<file path="config.mk">
export PLATFORM = sky130hd
export DESIGN_NAME = atm_cash_dispenser
export DESIGN_NICKNAME = d
export VERILOG_FILES = /design/src/rtl/atm_pkg.sv /design/src/rtl/atm_note_counter.sv /design/src/rtl/atm_cash_dispenser.sv
export SDC_FILE = /design/constraint.sdc
export NUM_CORES = 1
export LEC_CHECK = 0
export CORE_MARGIN = 4
export CORE_UTILIZATION = 50
export DETAILED_ROUTE_END_ITERATION = 10
export PLACE_DENSITY_LB_ADDON = 0.1
export SETUP_SLACK_MARGIN = 0.4
export SKIP_CTS_REPAIR_TIMING = 1
export SYNTH_ARGS = -nofsm -noshare
export SYNTH_HDL_FRONTEND = slang
export SYNTH_SLANG_ARGS = --single-unit
</file>
<file path="constraint.sdc">
create_clock -name clk -period 3.8 [get_ports clk]
set_input_delay 0.38 -clock clk [delete_from_list [all_inputs] [get_ports clk]]
set_output_delay 0.38 -clock clk [all_outputs]
set_load 0.1 [all_outputs]
</file>
<file path="src/rtl/atm_pkg.sv">
// Shared definitions for the ATM cash dispenser: FSM state encoding and
// reject codes reported back to the controller.
package atm_pkg;

  // Dispenser FSM states; the numeric values are visible on the state port.
  typedef enum logic [2:0] {
    D_IDLE    = 3'd0,
    D_CHECK   = 3'd1,
    D_FEED    = 3'd2,
    D_PRESENT = 3'd3
  } disp_state_t;

  // Reason a withdraw request was refused.
  typedef enum logic [1:0] {
    RJ_NONE       = 2'd0,
    RJ_BAD_AMOUNT = 2'd1,
    RJ_TOO_MANY   = 2'd2,
    RJ_NO_CASH    = 2'd3
  } reject_code_t;

  // Width of note counts (cassette and per-transaction), cassette <= 4095.
  localparam int CNT_W = 12;

endpackage

</file>
<file path="src/rtl/atm_note_counter.sv">
// Iterative-subtraction validator: turns a requested amount into a note count
// one subtraction per cycle, and decides whether the request can be served.
// The note count is also decremented by the feeder as notes leave.
module atm_note_counter
  import atm_pkg::*;
#(
  parameter int NOTE_VALUE = 100,
  parameter int MAX_NOTES  = 40
) (
  input  logic             clk,
  input  logic             reset,
  input  logic             load,
  input  logic             check_en,
  input  logic             dec,
  input  logic [15:0]      amount,
  input  logic [CNT_W-1:0] avail,
  output logic             done,
  output logic [CNT_W-1:0] count,
  output reject_code_t     err_code
);

  logic [15:0]      rem_r;
  logic [CNT_W-1:0] cnt_r;
  logic             can_sub_s;
  logic             at_max_s;

  assign count = cnt_r;

  // Decide, for the current remainder/count, whether this step subtracts or concludes.
  always_comb begin
    can_sub_s = (rem_r >= 16'(NOTE_VALUE));
    at_max_s  = (cnt_r == CNT_W'(MAX_NOTES));
    done      = 1'b0;
    err_code  = RJ_NONE;
    if (can_sub_s) begin
      if (at_max_s) begin
        done     = check_en;
        err_code = RJ_TOO_MANY;
      end else begin
        done     = 1'b0;
        err_code = RJ_NONE;
      end
    end else if ((rem_r != 16'd0) || (cnt_r == {CNT_W{1'b0}})) begin
      done     = check_en;
      err_code = RJ_BAD_AMOUNT;
    end else if (cnt_r > avail) begin
      done     = check_en;
      err_code = RJ_NO_CASH;
    end else begin
      done     = check_en;
      err_code = RJ_NONE;
    end
  end

  // Remainder and note-count registers: load, subtract step, or feeder decrement.
  always_ff @(posedge clk) begin
    if (reset) begin
      rem_r <= 16'd0;
      cnt_r <= {CNT_W{1'b0}};
    end else if (load) begin
      rem_r <= amount;
      cnt_r <= {CNT_W{1'b0}};
    end else if (check_en && can_sub_s && !at_max_s) begin
      rem_r <= rem_r - 16'(NOTE_VALUE);
      cnt_r <= cnt_r + {{(CNT_W-1){1'b0}}, 1'b1};
    end else if (dec) begin
      cnt_r <= cnt_r - {{(CNT_W-1){1'b0}}, 1'b1};
    end else begin
      rem_r <= rem_r;
      cnt_r <= cnt_r;
    end
  end

endmodule

</file>
<file path="src/rtl/atm_cash_dispenser.sv">
// Cash dispenser responder: validates a withdraw amount, feeds notes from the
// cassette at a fixed mechanical rate, presents them and reports completion.
module atm_cash_dispenser
  import atm_pkg::*;
#(
  parameter int NOTE_VALUE     = 100,
  parameter int MAX_NOTES      = 40,
  parameter int CASSETTE_DEPTH = 2000,
  parameter int NOTE_CYCLES    = 4,
  parameter int TAKE_TIMEOUT   = 1000
) (
  input  logic        clk,
  input  logic        reset,
  input  logic        dispense_req,
  input  logic [15:0] amount,
  input  logic        refill,
  input  logic        cash_taken,
  output logic        busy,
  output logic        note_feed,
  output logic        shutter_open,
  output logic        cash_eject,
  output logic        retract,
  output logic        reject,
  output logic [1:0]  reject_code,
  output logic [11:0] notes_remaining,
  output logic [2:0]  state
);

  disp_state_t      state_r, state_nx_s;
  logic [15:0]      feed_tmr_r, feed_tmr_nx_s;
  logic [31:0]      take_tmr_r, take_tmr_nx_s;
  logic [CNT_W-1:0] notes_r, notes_nx_s;
  reject_code_t     rcode_r, rcode_nx_s;
  logic             eject_r, eject_nx_s;
  logic             retract_r, retract_nx_s;
  logic             load_s, check_en_s, dec_s, done_s;
  logic [CNT_W-1:0] cnt_s;
  reject_code_t     err_s;

  assign check_en_s      = (state_r == D_CHECK);
  assign busy            = (state_r != D_IDLE);
  assign shutter_open    = (state_r == D_PRESENT);
  assign cash_eject      = eject_r;
  assign retract         = retract_r;
  assign reject_code     = rcode_r;
  assign notes_remaining = notes_r;
  assign state           = state_r;

  atm_note_counter #(
    .NOTE_VALUE (NOTE_VALUE),
    .MAX_NOTES  (MAX_NOTES)
  ) u_note_counter (
    .clk      (clk),
    .reset    (reset),
    .load     (load_s),
    .check_en (check_en_s),
    .dec      (dec_s),
    .amount   (amount),
    .avail    (notes_r),
    .done     (done_s),
    .count    (cnt_s),
    .err_code (err_s)
  );

  // Next-state and pulse decode for the dispense sequence.
  always_comb begin
    state_nx_s    = state_r;
    feed_tmr_nx_s = feed_tmr_r;
    take_tmr_nx_s = take_tmr_r;
    notes_nx_s    = notes_r;
    rcode_nx_s    = rcode_r;
    eject_nx_s    = 1'b0;
    retract_nx_s  = 1'b0;
    load_s        = 1'b0;
    dec_s         = 1'b0;
    note_feed     = 1'b0;
    reject        = 1'b0;
    case (state_r)
      D_IDLE: begin
        // A request takes priority over a refill in the same cycle.
        if (dispense_req) begin
          load_s     = 1'b1;
          rcode_nx_s = RJ_NONE;
          state_nx_s = D_CHECK;
        end else if (refill) begin
          notes_nx_s = CNT_W'(CASSETTE_DEPTH);
        end else begin
          notes_nx_s = notes_r;
        end
      end
      D_CHECK: begin
        if (done_s) begin
          if (err_s != RJ_NONE) begin
            reject     = 1'b1;
            rcode_nx_s = err_s;
            state_nx_s = D_IDLE;
          end else begin
            feed_tmr_nx_s = 16'd0;
            state_nx_s    = D_FEED;
          end
        end else begin
          state_nx_s = D_CHECK;
        end
      end
      D_FEED: begin
        if (feed_tmr_r == 16'(NOTE_CYCLES - 1)) begin
          note_feed     = 1'b1;
          dec_s         = 1'b1;
          notes_nx_s    = notes_r - {{(CNT_W-1){1'b0}}, 1'b1};
          feed_tmr_nx_s = 16'd0;
          if (cnt_s == {{(CNT_W-1){1'b0}}, 1'b1}) begin
            take_tmr_nx_s = 32'd0;
            state_nx_s    = D_PRESENT;
          end else begin
            state_nx_s = D_FEED;
          end
        end else begin
          feed_tmr_nx_s = feed_tmr_r + 16'd1;
        end
      end
      D_PRESENT: begin
        // Taking the cash wins over a coincident timeout.
        if (cash_taken) begin
          eject_nx_s = 1'b1;
          state_nx_s = D_IDLE;
        end else if (take_tmr_r == 32'(TAKE_TIMEOUT - 1)) begin
          eject_nx_s   = 1'b1;
          retract_nx_s = 1'b1;
          state_nx_s   = D_IDLE;
        end else begin
          take_tmr_nx_s = take_tmr_r + 32'd1;
        end
      end
      default: begin
        state_nx_s = D_IDLE;
      end
    endcase
  end

  // State, timers, cassette count, reject code and registered completion pulses.
  always_ff @(posedge clk) begin
    if (reset) begin
      state_r    <= D_IDLE;
      feed_tmr_r <= 16'd0;
      take_tmr_r <= 32'd0;
      notes_r    <= CNT_W'(CASSETTE_DEPTH);
      rcode_r    <= RJ_NONE;
      eject_r    <= 1'b0;
      retract_r  <= 1'b0;
    end else begin
      state_r    <= state_nx_s;
      feed_tmr_r <= feed_tmr_nx_s;
      take_tmr_r <= take_tmr_nx_s;
      notes_r    <= notes_nx_s;
      rcode_r    <= rcode_nx_s;
      eject_r    <= eject_nx_s;
      retract_r  <= retract_nx_s;
    end
  end

endmodule

</file>
==> flow_summary.yaml, run 1 <==
sta:
  clock-skew-final_ps: 8.07
  finalCritPeriodShare_pct: 81.3
  drv_slew: 0
  rsz0062_at_grt: "false"
  max_slew_margin_pct: 32.3
  setup_viol: 0
  fin_crit_ps: 3090
  tightest_slew_ps: 1010
  timing.fmax_ghz: 0.324
  timing.final.hold_violations: 0
  setup_tns_ps: 0
final_layout:
  finalCoreUtilization_pct: 59.7
  multi_input_area_um2: 3590
  fillers: 1002
  fin_nets: 759
  drive_gt1_share_pct: 10.2
  area_delta_synth_final_pct: 14.7
  regArea_um2: 1900
  antenna_cells: 0
worst_hold_path:
  min_from: "u_note_counter.rem_r[1]"
  min_path_cells: 2
  holdCritPathClass: "flip-flop to flip-flop"
critical_path:
  cp-end-kind: "primary output"
  crit_path_max_fanout: 7
  crit_path_start_kind: "flip-flop"
  r2r_start: "feed_tmr_r[0]"
  crit_arrival_ps: 2710
  worstSetupPathType: "flip-flop to primary output"
  required_ps: 3420
  crit_start: "u_note_counter.count[0]"
  reg2regPathDepth: 7
floorplan:
  num_rows: 38
  ioPinCount: 44
  core-area_um2: 11000
  dieArea_um2: 13300
  die_width_um: 115
  start_util_pct: 52.1
  die_y_um: 115
cts:
  clk_latency_ps: 350
  cts_root_buffer: "clkbuf_16"
  cts_tree: "done"
  cts.path.max_buffers: 2
  cts_sinks: 94
  cts_buffers: 9
  clk_pin_slew_ps: 70
  htreeDepth: 3
synthesis:
  yosysUniqueCellTypes: 71
  ys_top_cells_by_area: "dfxtp_1, ha_1, xnor2_1"
  ys.flop_type: "dfxtp_1"
  ys_seq_elements: 94
  synth_most_common_cell: "dfxtp_1"
  yosysTopAreaCellShare_pct: 32.8
  synthArstFlopShare_pct: 0
  synth_warnings: 0
  syn_nets: 732
  avgSynthCellArea_um2: 8.38
  synth_area_um2: 5740
  synth_edf_count: 0
  syn_inst: 685
  synth_area_leader_cell: "dfxtp_1"
  synth_common_cells: "dfxtp_1, nor2_1, nand2_1"
  yosysSeqAreaShare_pct: 32.8
global_route:
  grt_max_degree: 35
  grt_pass1_wl_mm: 24.8
  grt_usage_pct: 23.1
  grt-ovfl-total: 0
  antenna_found_initial: 0
  first_global_vias: 5107
drt:
  top_layer_used: "met4"
  ant_nets: 0
  vias: 5247
  first_iter_violations: 302
  viasPerCell: 6.13
  met1Wirelength_mm: 6.39
  wl_met2_mm: 7.60
  wl_per_cell_um: 17.3
  drt_wl_total_mm: 14.8
  drt-pass1-iter-count: 5
  wl_met3_um: 518
  drc_errors: 0
placement:
  io_buffers: 42
  hpwl_mm: 11.0
  gp_congestion: 0.861
power:
  ir_drop_mv: 0.256
  powerDensity_nw_per_um2: 381
  p_leak_nw: 2.31
job:
  maxCapViolations: 0
run_status:
  run_status: "completed"
worst max-delay path: stages (launching register included):
cell and delay (ps):
dfxtp_1 460, inv_1 150, ha_1 210, nor2b_1 120
o211ai_1 110, a211oi_2 400, o31a_1 280, nor2_1 100
nor3b_4 210, buf_4 320
where the power goes:
group	switching [mW]	internal (mW)	leakage [nW]	total (mW)
combinational	0.289	0.167	1.40	0.456
sequential	0.0384	1.02	0.762	1.06
clock	0.387	0.609	0.155	0.997
path summary, 6_finish.rpt:
kind                                  end  slack, ps
setup / recovery                   reject        710
hold / removal    u_note_counter.rem_r[1]        470
hold reg to reg   u_note_counter.rem_r[1]        470
setup reg to reg           take_tmr_r[19]        810
per-stage QoR:
step / cells / total power [mW] / worst slack (ps) / hold slack [ps] / cell area, um2
after floorplan: 685 / 1.43 / 485 / 437 / 5770
after global placement: 841 / 1.52 / 906 / 461 / 6250
after detailed placement: 841 / 1.53 / 851 / 462 / 6250
after CTS: 856 / 2.52 / 490 / 471 / 6580
after global routing: 856 / 2.62 / 519 / 477 / 6580
final: 856 / 2.51 / 712 / 471 / 6580
placed cells by master (no fill, tap or decap), types with 4 or more instances in the layout:
master,instances
and3_1,15
nor2_1,53
o21ai_0,34
nand2_1,50
nor3b_1,9
a41oi_1,4
nor3_1,17
or3_1,13
a31o_2,7
buf_4,9
o21a_1,4
and2_1,8
a32o_1,10
ha_1,25
dfxtp_2,13
a2111oi_0,4
nand4_1,32
and4_1,10
inv_1,34
mux2i_1,9
or4_4,4
nand2b_1,4
xnor2_1,29
nor4_1,19
clkbuf_16,9
a211oi_1,7
clkdlybuf4s50_1,40
nand3_1,26
a21oi_1,45
o211ai_1,7
nor2b_1,5
xor2_1,13
dfxtp_1,81
a31oi_1,6
area by class of cell:
type	count	share of cell area [%]
tap	140	2.66
timing repair buffer	49	7.11
sequential	94	28.8
inverter	34	1.94
multi-input combinational	524	54.5
clock buffer	12	3.90
clock inverter	3	1.03
kinds of logic after synthesis:
| family | Yosys count | share of synthesized area [%] |
|---|---|---|
| xor+xnor | 42 | 6.41 |
| mux | 9 | 1.57 |
| other cells | 1 | 0.0653 |
| simple gates | 281 | 27.1 |
| fa+ha+maj | 26 | 5.67 |
| compound gates | 165 | 21.2 |
| flops | 94 | 32.8 |
| buf+inv | 67 | 5.16 |
flip-flops by register name (all words and copies together) (netlist names):
register and cells:
take_tmr_r 32, feed_tmr_r 16, state 2, retract 1
u_note_counter.count 12, reject_code 2, u_note_counter.rem_r 16, cash_eject 1
notes_remaining 12
metal layers:
metal / vias to the layer above / track usage [%]
met1: 2507 / 28.1
met4: 0 / 8.37
met5: - / 0
li1: 2610 / -
met3: 20 / 3.74
met2: 110 / 40.9
No activity file was read; power rests on OpenSTA's default activity.
==> inputs of run 2 (changes only) <==
==> constraint.sdc (replaced) <==
create_clock -name clk -period 3.1 [get_ports clk]
set_input_delay 0.31 -clock clk [delete_from_list [all_inputs] [get_ports clk]]
set_output_delay 0.31 -clock clk [all_outputs]
set_load 0.1 [all_outputs]
==> run 2 against run 1 <==
Compared with the run above: setup slack got worse by 460 ps; clock power grew 10%; combinational power rose by 34%; utilization rose by 2.1 points; non-clock buffer count is 17 higher; cell area grew 3.5%; count of clock-buffer cells in the layout up 4; sequential share of layout area shrank 0.47 points; critical path depth down 4; final cell count increased by 2.1%; power up 20%; via count is 4.3% higher; critical path type unchanged.
==> flow_summary.yaml, run 2 (synthesis results as in run 1) <==
run_status:
  run_status: "completed"
cts:
  clk_latency_ps: 350
  cts.path.max_buffers: 2
  clk_pin_slew_ps: 60
  cts_sinks: 94
  htreeDepth: 3
  cts_buffers: 9
  cts_tree: "done"
  cts_root_buffer: "clkbuf_16"
critical_path:
  r2r_start: "u_note_counter.rem_r[7]"
  crit_arrival_ps: 2540
  crit_start: "u_note_counter.count[8]"
  worstSetupPathType: "flip-flop to primary output"
  crit_path_max_fanout: 9
  cp-end-kind: "primary output"
  required_ps: 2790
  crit_path_start_kind: "flip-flop"
floorplan:
  num_rows: 38
  die_y_um: 115
  ioPinCount: 44
  dieArea_um2: 13300
  start_util_pct: 52.1
  die_width_um: 115
  core-area_um2: 11000
placement:
  hpwl_mm: 10.7
  place_ws_ps: 440
  gp_congestion: 0.867
  io_buffers: 42
global_route:
  first_global_vias: 5091
  grt_usage_pct: 22.4
  antenna_found_initial: 0
  grt_pass1_wl_mm: 24.3
  grt-ovfl-total: 0
  grt_max_degree: 25
worst_hold_path:
  min_from: "u_note_counter.rem_r[1]"
  holdCritPathClass: "flip-flop to flip-flop"
final_layout:
  final_cell_mix: "dfxtp_1, nor2_1, nand2_1"
  final_common_cell: "dfxtp_1"
  drive_gt1_share_pct: 14.6
  fillers: 980
  fin_nets: 776
  reg_top3: "take_tmr_r: 32 flops, feed_tmr_r: 16 flops, u_note_counter.rem_r: 16 flops"
  top_register: "take_tmr_r"
  largest_register_ffs: 32
  area_delta_synth_final_pct: 18.6
  antenna_cells: 0
sta:
  setup_tns_ps: 0
  clock-skew-final_ps: 7.84
  setup_viol: 0
  fin_crit_ps: 2850
  tightest_slew_ps: 972
  rsz0062_at_grt: "true"
  holdWs_ps: 472
  drv_slew: 0
  timing.final.hold_violations: 0
  fin_ws_ps: 250
  timing.fmax_ghz: 0.351
  max_slew_margin_pct: 35.0
  finalCritPeriodShare_pct: 91.9
drt:
  viasPerCell: 6.26
  ant_nets: 0
  wl_per_cell_um: 16.9
  vias: 5471
  drc_errors: 0
  first_iter_violations: 349
  drt_wl_total_mm: 14.8
  drt-pass1-iter-count: 5
power:
  powerDensity_nw_per_um2: 441
  p_leak_nw: 2.40
  fin_total_pwr_mw: 3.00
  ir_drop_mv: 0.298
job:
  maxCapViolations: 0
## run 2: changes by cell type in the layout (fill, tap and decap cells not counted), sizes merged
cell	delta
clkbuf	+4
inv	-1
clkdlybuf4s50	-3
bufinv	-2
buf	+20
## run 2: final timing paths
| kind | slack (ps) | endpoint | depth (start not counted) |
|---|---|---|---|
| worst max-delay path | 250 | reject | 5 |
| worst max register to register | 540 | u_note_counter.rem_r[15] | 7 |
| worst min-delay path | 470 | u_note_counter.rem_r[1] | 2 |
| worst min register to register | 470 | u_note_counter.rem_r[1] | 2 |
## run 2: routing by layer
metal  global-route usage [%]  vias up  share of wire (%)
met1                     29.6     2598                 45
li1                         -     2646                  -
met3                     3.21       28                5.9
met4                     9.00        0                1.9
met5                        0        -                  0
met2                     36.9      199                 47
## run 2: power breakdown
| part | total, mW | internal (mW) | switching, mW |
|---|---|---|---|
| clock network | 1.10 | 0.633 | 0.466 |
| logic | 0.609 | 0.236 | 0.373 |
| registers | 1.29 | 1.24 | 0.0511 |
| total | 3.00 | 2.11 | 0.890 |
## run 2: critical path, cell delays in order (launching register included)
cell,delay (ps)
dfxtp_1,400
or4_4,590
nor4_1,490
nor2_1,170
nor3b_4,320
buf_12,210
## run 2: final cells by class
type                    instances  area (um2)  share of cell area (%)
repair buffers                 66         638                    9.37
well taps                     140         175                    2.57
flip-flops and latches         94        1930                    28.4
clock buffers                  16         292                    4.28
inverters                      34         134                    1.97
multi-input cells             524        3640                    53.5
## run 2: stage by stage
stage | instance area, um2 | utilization [%] | std cells
3_5_place_dp | 6460 | 58.6 | 855
3_3_place_gp | 6460 | 58.6 | 855
5_1_grt | 6810 | 61.8 | 874
2_1_floorplan | 5840 | - | 685
4_1_cts | 6750 | 61.2 | 871
6_report | 6810 | 61.8 | 874
